## src/rtl/keypad_pkg.sv

```systemverilog
// Shared types for the keypad scan engine: debounce FSM states and the
// per-scan classification of how many keys were seen.
package keypad_pkg;

   typedef enum logic [1:0] {
      ST_IDLE     = 2'd0,
      ST_DEBOUNCE = 2'd1,
      ST_PRESSED  = 2'd2,
      ST_RELEASE  = 2'd3
   } kp_state_e;

   typedef enum logic [1:0] {
      SCAN_NONE   = 2'd0,
      SCAN_SINGLE = 2'd1,
      SCAN_MULTI  = 2'd2
   } kp_scan_e;

   // Map a saturated key count (0, 1, 2 meaning "two or more") to a class.
   function automatic kp_scan_e classify_scan(input logic [1:0] n_keys);
      case (n_keys)
         2'd0:    classify_scan = SCAN_NONE;
         2'd1:    classify_scan = SCAN_SINGLE;
         default: classify_scan = SCAN_MULTI;
      endcase
   endfunction

endpackage

```

## src/rtl/keypad_event_fifo.sv

```systemverilog
// Small key-event FIFO. A push while full (with no simultaneous pop) is
// dropped and reported by a one-cycle overflow pulse; a push together with
// a pop while full succeeds. Head data reads as zero when empty.
module keypad_event_fifo #(
   parameter int WIDTH = 4,
   parameter int DEPTH = 4
) (
   input  logic             i_clk,
   input  logic             i_rst_n,
   input  logic             i_push,
   input  logic [WIDTH-1:0] i_data,
   input  logic             i_pop,
   output logic [WIDTH-1:0] o_data,
   output logic             o_empty,
   output logic             o_full,
   output logic             o_overflow
);

   localparam int AW = $clog2(DEPTH);

   logic [WIDTH-1:0] r_mem [DEPTH];
   logic [AW:0]      r_wr_ptr;
   logic [AW:0]      r_rd_ptr;
   logic             r_overflow;
   logic             w_do_push;
   logic             w_do_pop;

   assign o_empty    = (r_wr_ptr == r_rd_ptr);
   assign o_full     = (r_wr_ptr[AW-1:0] == r_rd_ptr[AW-1:0]) &&
                       (r_wr_ptr[AW] != r_rd_ptr[AW]);
   assign w_do_pop   = i_pop && !o_empty;
   assign w_do_push  = i_push && (!o_full || w_do_pop);
   assign o_data     = o_empty ? '0 : r_mem[r_rd_ptr[AW-1:0]];
   assign o_overflow = r_overflow;

   // Pointer bookkeeping and the dropped-event pulse.
   always_ff @(posedge i_clk or negedge i_rst_n) begin
      if (!i_rst_n) begin
         r_wr_ptr   <= '0;
         r_rd_ptr   <= '0;
         r_overflow <= 1'b0;
      end else begin
         if (w_do_push) r_wr_ptr <= r_wr_ptr + 1'b1;
         if (w_do_pop)  r_rd_ptr <= r_rd_ptr + 1'b1;
         r_overflow <= i_push && o_full && !w_do_pop;
      end
   end

   // Storage array; contents are meaningless until written, so no reset.
   always_ff @(posedge i_clk) begin
      if (w_do_push) r_mem[r_wr_ptr[AW-1:0]] <= i_data;
   end

endmodule

```

## src/rtl/keypad_scan_engine.sv

```systemverilog
// Matrix keypad scanner: drives one row low at a time, samples the
// synchronised columns at the end of each row dwell, classifies every full
// scan and debounces single-key presses into events queued in a FIFO.
// Optional build macro KEYPAD_REPEAT_EN adds auto-repeat while a key is held.
module keypad_scan_engine
   import keypad_pkg::*;
#(
   parameter int N_ROWS         = 4,
   parameter int N_COLS         = 4,
   parameter int SCAN_DIV       = 3000,
   parameter int DEBOUNCE_SCANS = 4,
   parameter int FIFO_DEPTH     = 4,
   parameter int REPEAT_DELAY   = 100,
   parameter int REPEAT_RATE    = 25,
   localparam int KW            = $clog2(N_ROWS*N_COLS)
) (
   input  logic              clk,
   input  logic              rst_n,
   output logic [N_ROWS-1:0] rows,
   input  logic [N_COLS-1:0] cols,
   output logic              key_valid,
   output logic [KW-1:0]     key_code,
   input  logic              key_ready,
   output logic              key_held,
   output logic              overflow
);

   localparam int ROW_W = $clog2(N_ROWS);
   localparam int COL_W = $clog2(N_COLS);
   localparam int DIV_W = $clog2(SCAN_DIV+1);
   localparam int CNT_W = $clog2(DEBOUNCE_SCANS+1);

   logic [N_COLS-1:0] r_cols_s1;
   logic [N_COLS-1:0] r_cols_s2;
   logic [DIV_W-1:0]  r_div;
   logic [ROW_W-1:0]  r_row;
   logic [1:0]        r_acc_n;
   logic [KW-1:0]     r_acc_code;
   kp_state_e         r_state;
   logic [CNT_W-1:0]  r_cnt;
   logic [KW-1:0]     r_cand;
   logic              r_held;

   logic              w_dwell_end;
   logic              w_scan_end;
   logic [1:0]        w_row_n;
   logic [COL_W-1:0]  w_row_col;
   logic [KW-1:0]     w_row_code;
   logic [2:0]        w_sum;
   logic [1:0]        w_tot_n;
   logic [KW-1:0]     w_tot_code;
   kp_scan_e          w_class;
   kp_state_e         w_state_nxt;
   logic [CNT_W-1:0]  w_cnt_nxt;
   logic [KW-1:0]     w_cand_nxt;
   logic              w_held_nxt;
   logic              w_push;
   logic              w_enter_press;
   logic              w_resume;
   logic              w_rep_push;
   logic              w_fifo_empty;
   logic              w_fifo_full;
   logic              w_pop;

   assign w_dwell_end = (r_div == DIV_W'(SCAN_DIV-1));
   assign w_scan_end  = w_dwell_end && (r_row == ROW_W'(N_ROWS-1));
   assign rows        = ~(N_ROWS'(1) << r_row);
   assign key_held    = r_held;
   assign key_valid   = !w_fifo_empty;
   assign w_pop       = key_valid && key_ready;

   // Count pressed columns on the active row (saturating at two).
   always_comb begin
      w_row_n   = 2'd0;
      w_row_col = '0;
      for (int c = 0; c < N_COLS; c++) begin
         if (!r_cols_s2[c]) begin
            if (w_row_n != 2'd2) w_row_n = w_row_n + 2'd1;
            w_row_col = COL_W'(c);
         end
      end
   end

   assign w_row_code = KW'(r_row) * KW'(N_COLS) + KW'(w_row_col);
   assign w_sum      = {1'b0, r_acc_n} + {1'b0, w_row_n};
   assign w_tot_n    = (w_sum >= 3'd2) ? 2'd2 : w_sum[1:0];
   assign w_tot_code = (r_acc_n != 2'd0) ? r_acc_code : w_row_code;
   assign w_class    = classify_scan(w_tot_n);

   // Column synchroniser, row dwell timer and per-scan key accumulation.
   always_ff @(posedge clk or negedge rst_n) begin
      if (!rst_n) begin
         r_cols_s1  <= '0;
         r_cols_s2  <= '0;
         r_div      <= '0;
         r_row      <= '0;
         r_acc_n    <= 2'd0;
         r_acc_code <= '0;
      end else begin
         r_cols_s1 <= cols;
         r_cols_s2 <= r_cols_s1;
         if (w_dwell_end) begin
            r_div <= '0;
            r_row <= w_scan_end ? '0 : r_row + 1'b1;
            if (w_scan_end) begin
               r_acc_n    <= 2'd0;
               r_acc_code <= '0;
            end else begin
               r_acc_n    <= w_tot_n;
               r_acc_code <= w_tot_code;
            end
         end else begin
            r_div <= r_div + 1'b1;
         end
      end
   end

   // Debounce FSM next state, evaluated only when a full scan completes.
   always_comb begin
      w_state_nxt   = r_state;
      w_cnt_nxt     = r_cnt;
      w_cand_nxt    = r_cand;
      w_held_nxt    = r_held;
      w_push        = 1'b0;
      w_enter_press = 1'b0;
      w_resume      = 1'b0;
      if (w_scan_end) begin
         case (r_state)
            ST_IDLE: begin
               if (w_class == SCAN_SINGLE) begin
                  w_cand_nxt = w_tot_code;
                  w_cnt_nxt  = CNT_W'(1);
                  if (DEBOUNCE_SCANS == 1) begin
                     w_push        = 1'b1;
                     w_held_nxt    = 1'b1;
                     w_enter_press = 1'b1;
                     w_state_nxt   = ST_PRESSED;
                  end else begin
                     w_state_nxt = ST_DEBOUNCE;
                  end
               end
            end
            ST_DEBOUNCE: begin
               if ((w_class == SCAN_SINGLE) && (w_tot_code == r_cand)) begin
                  w_cnt_nxt = r_cnt + 1'b1;
                  if (w_cnt_nxt == CNT_W'(DEBOUNCE_SCANS)) begin
                     w_push        = 1'b1;
                     w_held_nxt    = 1'b1;
                     w_enter_press = 1'b1;
                     w_state_nxt   = ST_PRESSED;
                  end
               end else begin
                  w_cnt_nxt   = '0;
                  w_state_nxt = ST_IDLE;
               end
            end
            ST_PRESSED: begin
               if (w_class == SCAN_NONE) begin
                  w_cnt_nxt = CNT_W'(1);
                  if (DEBOUNCE_SCANS == 1) begin
                     w_held_nxt  = 1'b0;
                     w_cnt_nxt   = '0;
                     w_state_nxt = ST_IDLE;
                  end else begin
                     w_state_nxt = ST_RELEASE;
                  end
               end
            end
            default: begin
               if (w_class == SCAN_NONE) begin
                  w_cnt_nxt = r_cnt + 1'b1;
                  if (w_cnt_nxt == CNT_W'(DEBOUNCE_SCANS)) begin
                     w_held_nxt  = 1'b0;
                     w_cnt_nxt   = '0;
                     w_state_nxt = ST_IDLE;
                  end
               end else begin
                  w_resume    = 1'b1;
                  w_state_nxt = ST_PRESSED;
               end
            end
         endcase
      end
   end

   // Debounce FSM state register.
   always_ff @(posedge clk or negedge rst_n) begin
      if (!rst_n) begin
         r_state <= ST_IDLE;
         r_cnt   <= '0;
         r_cand  <= '0;
         r_held  <= 1'b0;
      end else begin
         r_state <= w_state_nxt;
         r_cnt   <= w_cnt_nxt;
         r_cand  <= w_cand_nxt;
         r_held  <= w_held_nxt;
      end
   end

`ifdef KEYPAD_REPEAT_EN
   localparam int REP_W = $clog2(REPEAT_DELAY+REPEAT_RATE+1);

   logic [REP_W-1:0] r_rep;
   logic             r_rep_first;
   logic [REP_W-1:0] w_rep_inc;
   logic             w_rep_tick;

   assign w_rep_inc  = r_rep + 1'b1;
   assign w_rep_tick = w_scan_end && (r_state == ST_PRESSED) && (w_class != SCAN_NONE);
   assign w_rep_push = w_rep_tick &&
                       (r_rep_first ? (w_rep_inc == REP_W'(REPEAT_DELAY))
                                    : (w_rep_inc == REP_W'(REPEAT_RATE)));

   // Auto-repeat timer: first repeat after the delay, then at the rate.
   always_ff @(posedge clk or negedge rst_n) begin
      if (!rst_n) begin
         r_rep       <= '0;
         r_rep_first <= 1'b1;
      end else if (w_enter_press || w_resume) begin
         r_rep       <= '0;
         r_rep_first <= 1'b1;
      end else if (w_rep_push) begin
         r_rep       <= '0;
         r_rep_first <= 1'b0;
      end else if (w_rep_tick) begin
         r_rep <= w_rep_inc;
      end
   end
`else
   assign w_rep_push = 1'b0;
`endif

   keypad_event_fifo #(
      .WIDTH (KW),
      .DEPTH (FIFO_DEPTH)
   ) u_fifo (
      .i_clk      (clk),
      .i_rst_n    (rst_n),
      .i_push     (w_push || w_rep_push),
      .i_data     (r_held ? r_cand : w_cand_nxt),
      .i_pop      (w_pop),
      .o_data     (key_code),
      .o_empty    (w_fifo_empty),
      .o_full     (w_fifo_full),
      .o_overflow (overflow)
   );

endmodule
```

## config.mk

```make
export PLATFORM = sky130hd
export DESIGN_NAME = keypad_scan_engine
export DESIGN_NICKNAME = d
export VERILOG_FILES = /design/src/rtl/keypad_pkg.sv /design/src/rtl/keypad_event_fifo.sv /design/src/rtl/keypad_scan_engine.sv
export SDC_FILE = /design/constraint.sdc
export NUM_CORES = 1
export LEC_CHECK = 0
export CAP_MARGIN = 40
export CORE_ASPECT_RATIO = 0.9
export CORE_MARGIN = 4
export CORE_UTILIZATION = 45
export CTS_BUF_LIST = sky130_fd_sc_hd__clkbuf_16
export CTS_CLUSTER_DIAMETER = 100
export DETAILED_ROUTE_END_ITERATION = 16
export SYNTH_ARGS = -nofsm -noshare
export SYNTH_HDL_FRONTEND = slang
export SYNTH_HIERARCHICAL = 1
export SYNTH_SLANG_ARGS = --single-unit
```

## constraint.sdc

```tcl
create_clock -name clk -period 3.7 [get_ports clk]
set_input_delay 0.925 -clock clk [delete_from_list [all_inputs] [get_ports clk]]
set_output_delay 0.925 -clock clk [all_outputs]
set_load 0.1 [all_outputs]
```

==> results.md <==
* Count of final hold-check violations at 0
* Clock root buffer: clkbuf_16
* Largest net degree at the start of global routing at 24
* Max-capacitance violation count at 0
* Min-Delay Path Depth at 0
* Total iterations of the first detailed-routing run at 6
* Areal power density over the cells at between 300 and 400 nW/um2
* Average wire per cell in the routed design at between 10 and 15 um
* Shortest period the worst path allows at around 3400 ps
* Number of I/O port buffers at 17
* Final setup skew at just under 7 ps
* Number of cell instances on the worst register-to-register path at 13
* Worst Path Max Fanout at 7
* Setup TNS at 0 ps
* Horizontal extent of the die at slightly below 100 um
* Number of top-level pins at 18
* Overall power consumption at between 1500 and 2000 uW
* Clock Sinks at about 60
* Average vias per placed instance at 5.225
* Outcome: completed
* Initial core utilization at a little under half
* Clk Latency, worst-skew pair at 320 ps
* TritonCTS clock tree: done
* Data required, critical path at 3720 ps
* Final non-filler cell area at 3875 um2
* Data arrival time of the critical path at approximately 3400 ps
* Filler Cell Count at between 600 and 700
* Synthesized instance count at about 290
* Tightest Hold Check Type: reg2reg
* Worst rel slew slack at between 60% and 70%
* Global-route wire length before repair at around 10 mm
* Critical setup path kind: reg2reg
* Fraction of final layout cells sized beyond drive strength 1 at between 10% and 20%
* Beginning of the worst register-to-register path: r_cols_s2[0]$_DFF_PN0_
* Unrepaired setup endpoints after global routing: false
* CP Launch Type: flip-flop
* Multi-input gate area at 1543 um2
* Critical path's slowest cell: fa_1
* Warnings, synthesis at 6
* Worst-path clk slew at roughly 50 ps
* GPL Wtd Cong at a little over 0.7
* Drt drc at 0
* Final critical-path share of the clock period at about 91%
* Post-DRT Antenna Nets at 0
* Total grt overflow at 0
* Summed instance area of the synthesized netlist at between 3000 and 4000 um2
* Final setup vio count at 0
* CTS H-Tree Depth at 3
* Endpoint of the most critical register-to-register path: u_fifo/r_mem[3][2]$_DFFE_PP_
* Flip-flop and latch area at roughly 1600 um2
* Peak supply drop at about 180 uV
* Buffer levels on the longest clock path at 2
* Upper clock frequency limit at a little under 0.3 GHz
* Cell type with the highest occurrence count on the critical path: ha_1
* Setup slack of the most critical reg-to-reg path at ~340 ps
* Core area at between 7000 and 8000 um2
* Via count of the first global-routing pass at ~2100
* Total vias in the final route at 2179
* Final routed wirelength across all metal layers at 6.022 mm
* Number of buffers inserted by hold repair at cts at 0
* Hold Crit Start: r_cols_s1[2]$_DFF_PN0_
* Total nets after synthesis at approximately 320
* Instance area after placement at 3586 um2
* Area added between synthesis and finish at 18.30%
* TritonCTS Buffers at 9
* Initial detailed-routing violation count at between 100 and 150
* Cell Rows at 29
* Detailed Place HPWL at 4.428 mm
* Critical path capture point type: flip-flop
* Max-slew violation count at 0
* Number of antenna violations at the first check in global routing at 0
* End of the worst hold path: r_cols_s2[2]$_DFF_PN0_
* Final net count at between 300 and 400
* Delay of the slowest critical-path stage at ~580 ps
* Post-CTS Setup Inserts at 0
* Resized cells post-CTS at 0
* Die Span Y at 88.94 um
* List of cells traversed by the critical path: ha_1, nor2b_1, a21o_1, ha_1, inv_1, mux2_2, fa_1, nand4_1, a221oi_4, nand2_1, nor2_1, buf_4, and3_2
* Leakage at 0.001724 uW
* Least-Margin Pin Slew at slightly below 600 ps
* Mean area per synthesized cell at 11.37 um2
* Total Die Area at around 8700 um2
* Global routing usage summed across all routing layers at between 10% and 20%
* Diode insertion count for antenna repair at 0
==> state kept, by name, summed over array words and instances (netlist names), 3 cells and up <==
name,flops
u_fifo/r_rd_ptr,3
r_cnt,3
r_div,12
u_fifo/r_wr_ptr,3
r_acc_code,4
u_fifo/r_mem,16
r_cand,4
r_cols_s2,4
r_cols_s1,4
==> worst max-delay path by stage <==
stage | cells after the start | startpoint | end
global route | 16 | r_cols_s2[0]$_DFF_PN0_ | u_fifo/r_wr_ptr[2]$_DFFE_PN0P_
detailed placement | 12 | r_cols_s2[0]$_DFF_PN0_ | u_fifo/r_mem[0][0]$_DFFE_PP_
finish | 13 | r_cols_s2[0]$_DFF_PN0_ | u_fifo/r_mem[3][2]$_DFFE_PP_
CTS | 12 | r_cols_s2[0]$_DFF_PN0_ | u_fifo/r_mem[2][1]$_DFFE_PP_
floorplan | 12 | r_cols_s2[0]$_DFF_PN0_ | u_fifo/r_mem[0][0]$_DFFE_PP_
global placement | 12 | r_cols_s2[0]$_DFF_PN0_ | u_fifo/r_mem[2][2]$_DFFE_PP_
==> critical path: cells and delay by family, from the launching register on <==
family | cells | cell delay (ps)
buf+inv | 2 | 180
mux | 1 | 260
compound gates | 2 | 410
simple gates | 5 | 800
fa+ha+maj | 3 | 1030
flops | 1 | 370
==> per-stage QoR <==
stage          hold WS, ps  instances  setup slack (ps)  utilization (%)
5_1_grt              350.5        417             134.4            54.77
3_3_place_gp         334.2        399             365.4            50.19
3_5_place_dp         336.5        401             322.8            50.68
2_1_floorplan        331.2        288             464.0                -
6_report             341.0        417             342.4            54.77
4_1_cts              341.4        417             295.9            54.70
==> layout by cell type, fill, tap and decap left out, types with 2 or more instances in the layout <==
cell and instances:
o211ai_1 2, a22o_1 2, mux2_2 6, xor2_1 7
clkinv_2 2, buf_4 18, nand3b_1 2, and3_1 3
o22ai_1 2, edfxtp_1 16, nor2b_1 8, and3_2 4
mux4_2 4, nand2_1 12, nand4_1 2, o31ai_1 6
o21ai_0 17, ha_1 21, inv_1 26, clkdlybuf4s50_1 6
nand3_1 12, xnor2_1 11, mux2i_1 5, dfrtp_1 45
clkbuf_16 9, nand2b_1 3, a211oi_1 2, or2_2 2
nor3_1 4, a21oi_1 9, nor2_1 20
==> per-layer routing <==
metal,vias up,GRT usage (%),wire (um)
met5,-,0,0
met4,0,5.660,57
met3,8,3.978,116
met2,16,24.17,2788
met1,1072,20.57,3060
li1,1083,-,-
==> layout make-up <==
cell class | count | share of cell area, %
clock buffers | 9 | 5.812
clock inverters | 7 | 1.518
inverters | 24 | 2.325
multi-input cells | 196 | 39.81
flip-flops and latches | 61 | 41.46
well taps | 93 | 3.003
repair buffers | 27 | 6.070
==> power by group <==
group / switching, uW / internal, uW
clock network: 283 / 510
registers: 3.14 / 694
logic: 28.4 / 22.3
Power figures use the tool's default switching activity.
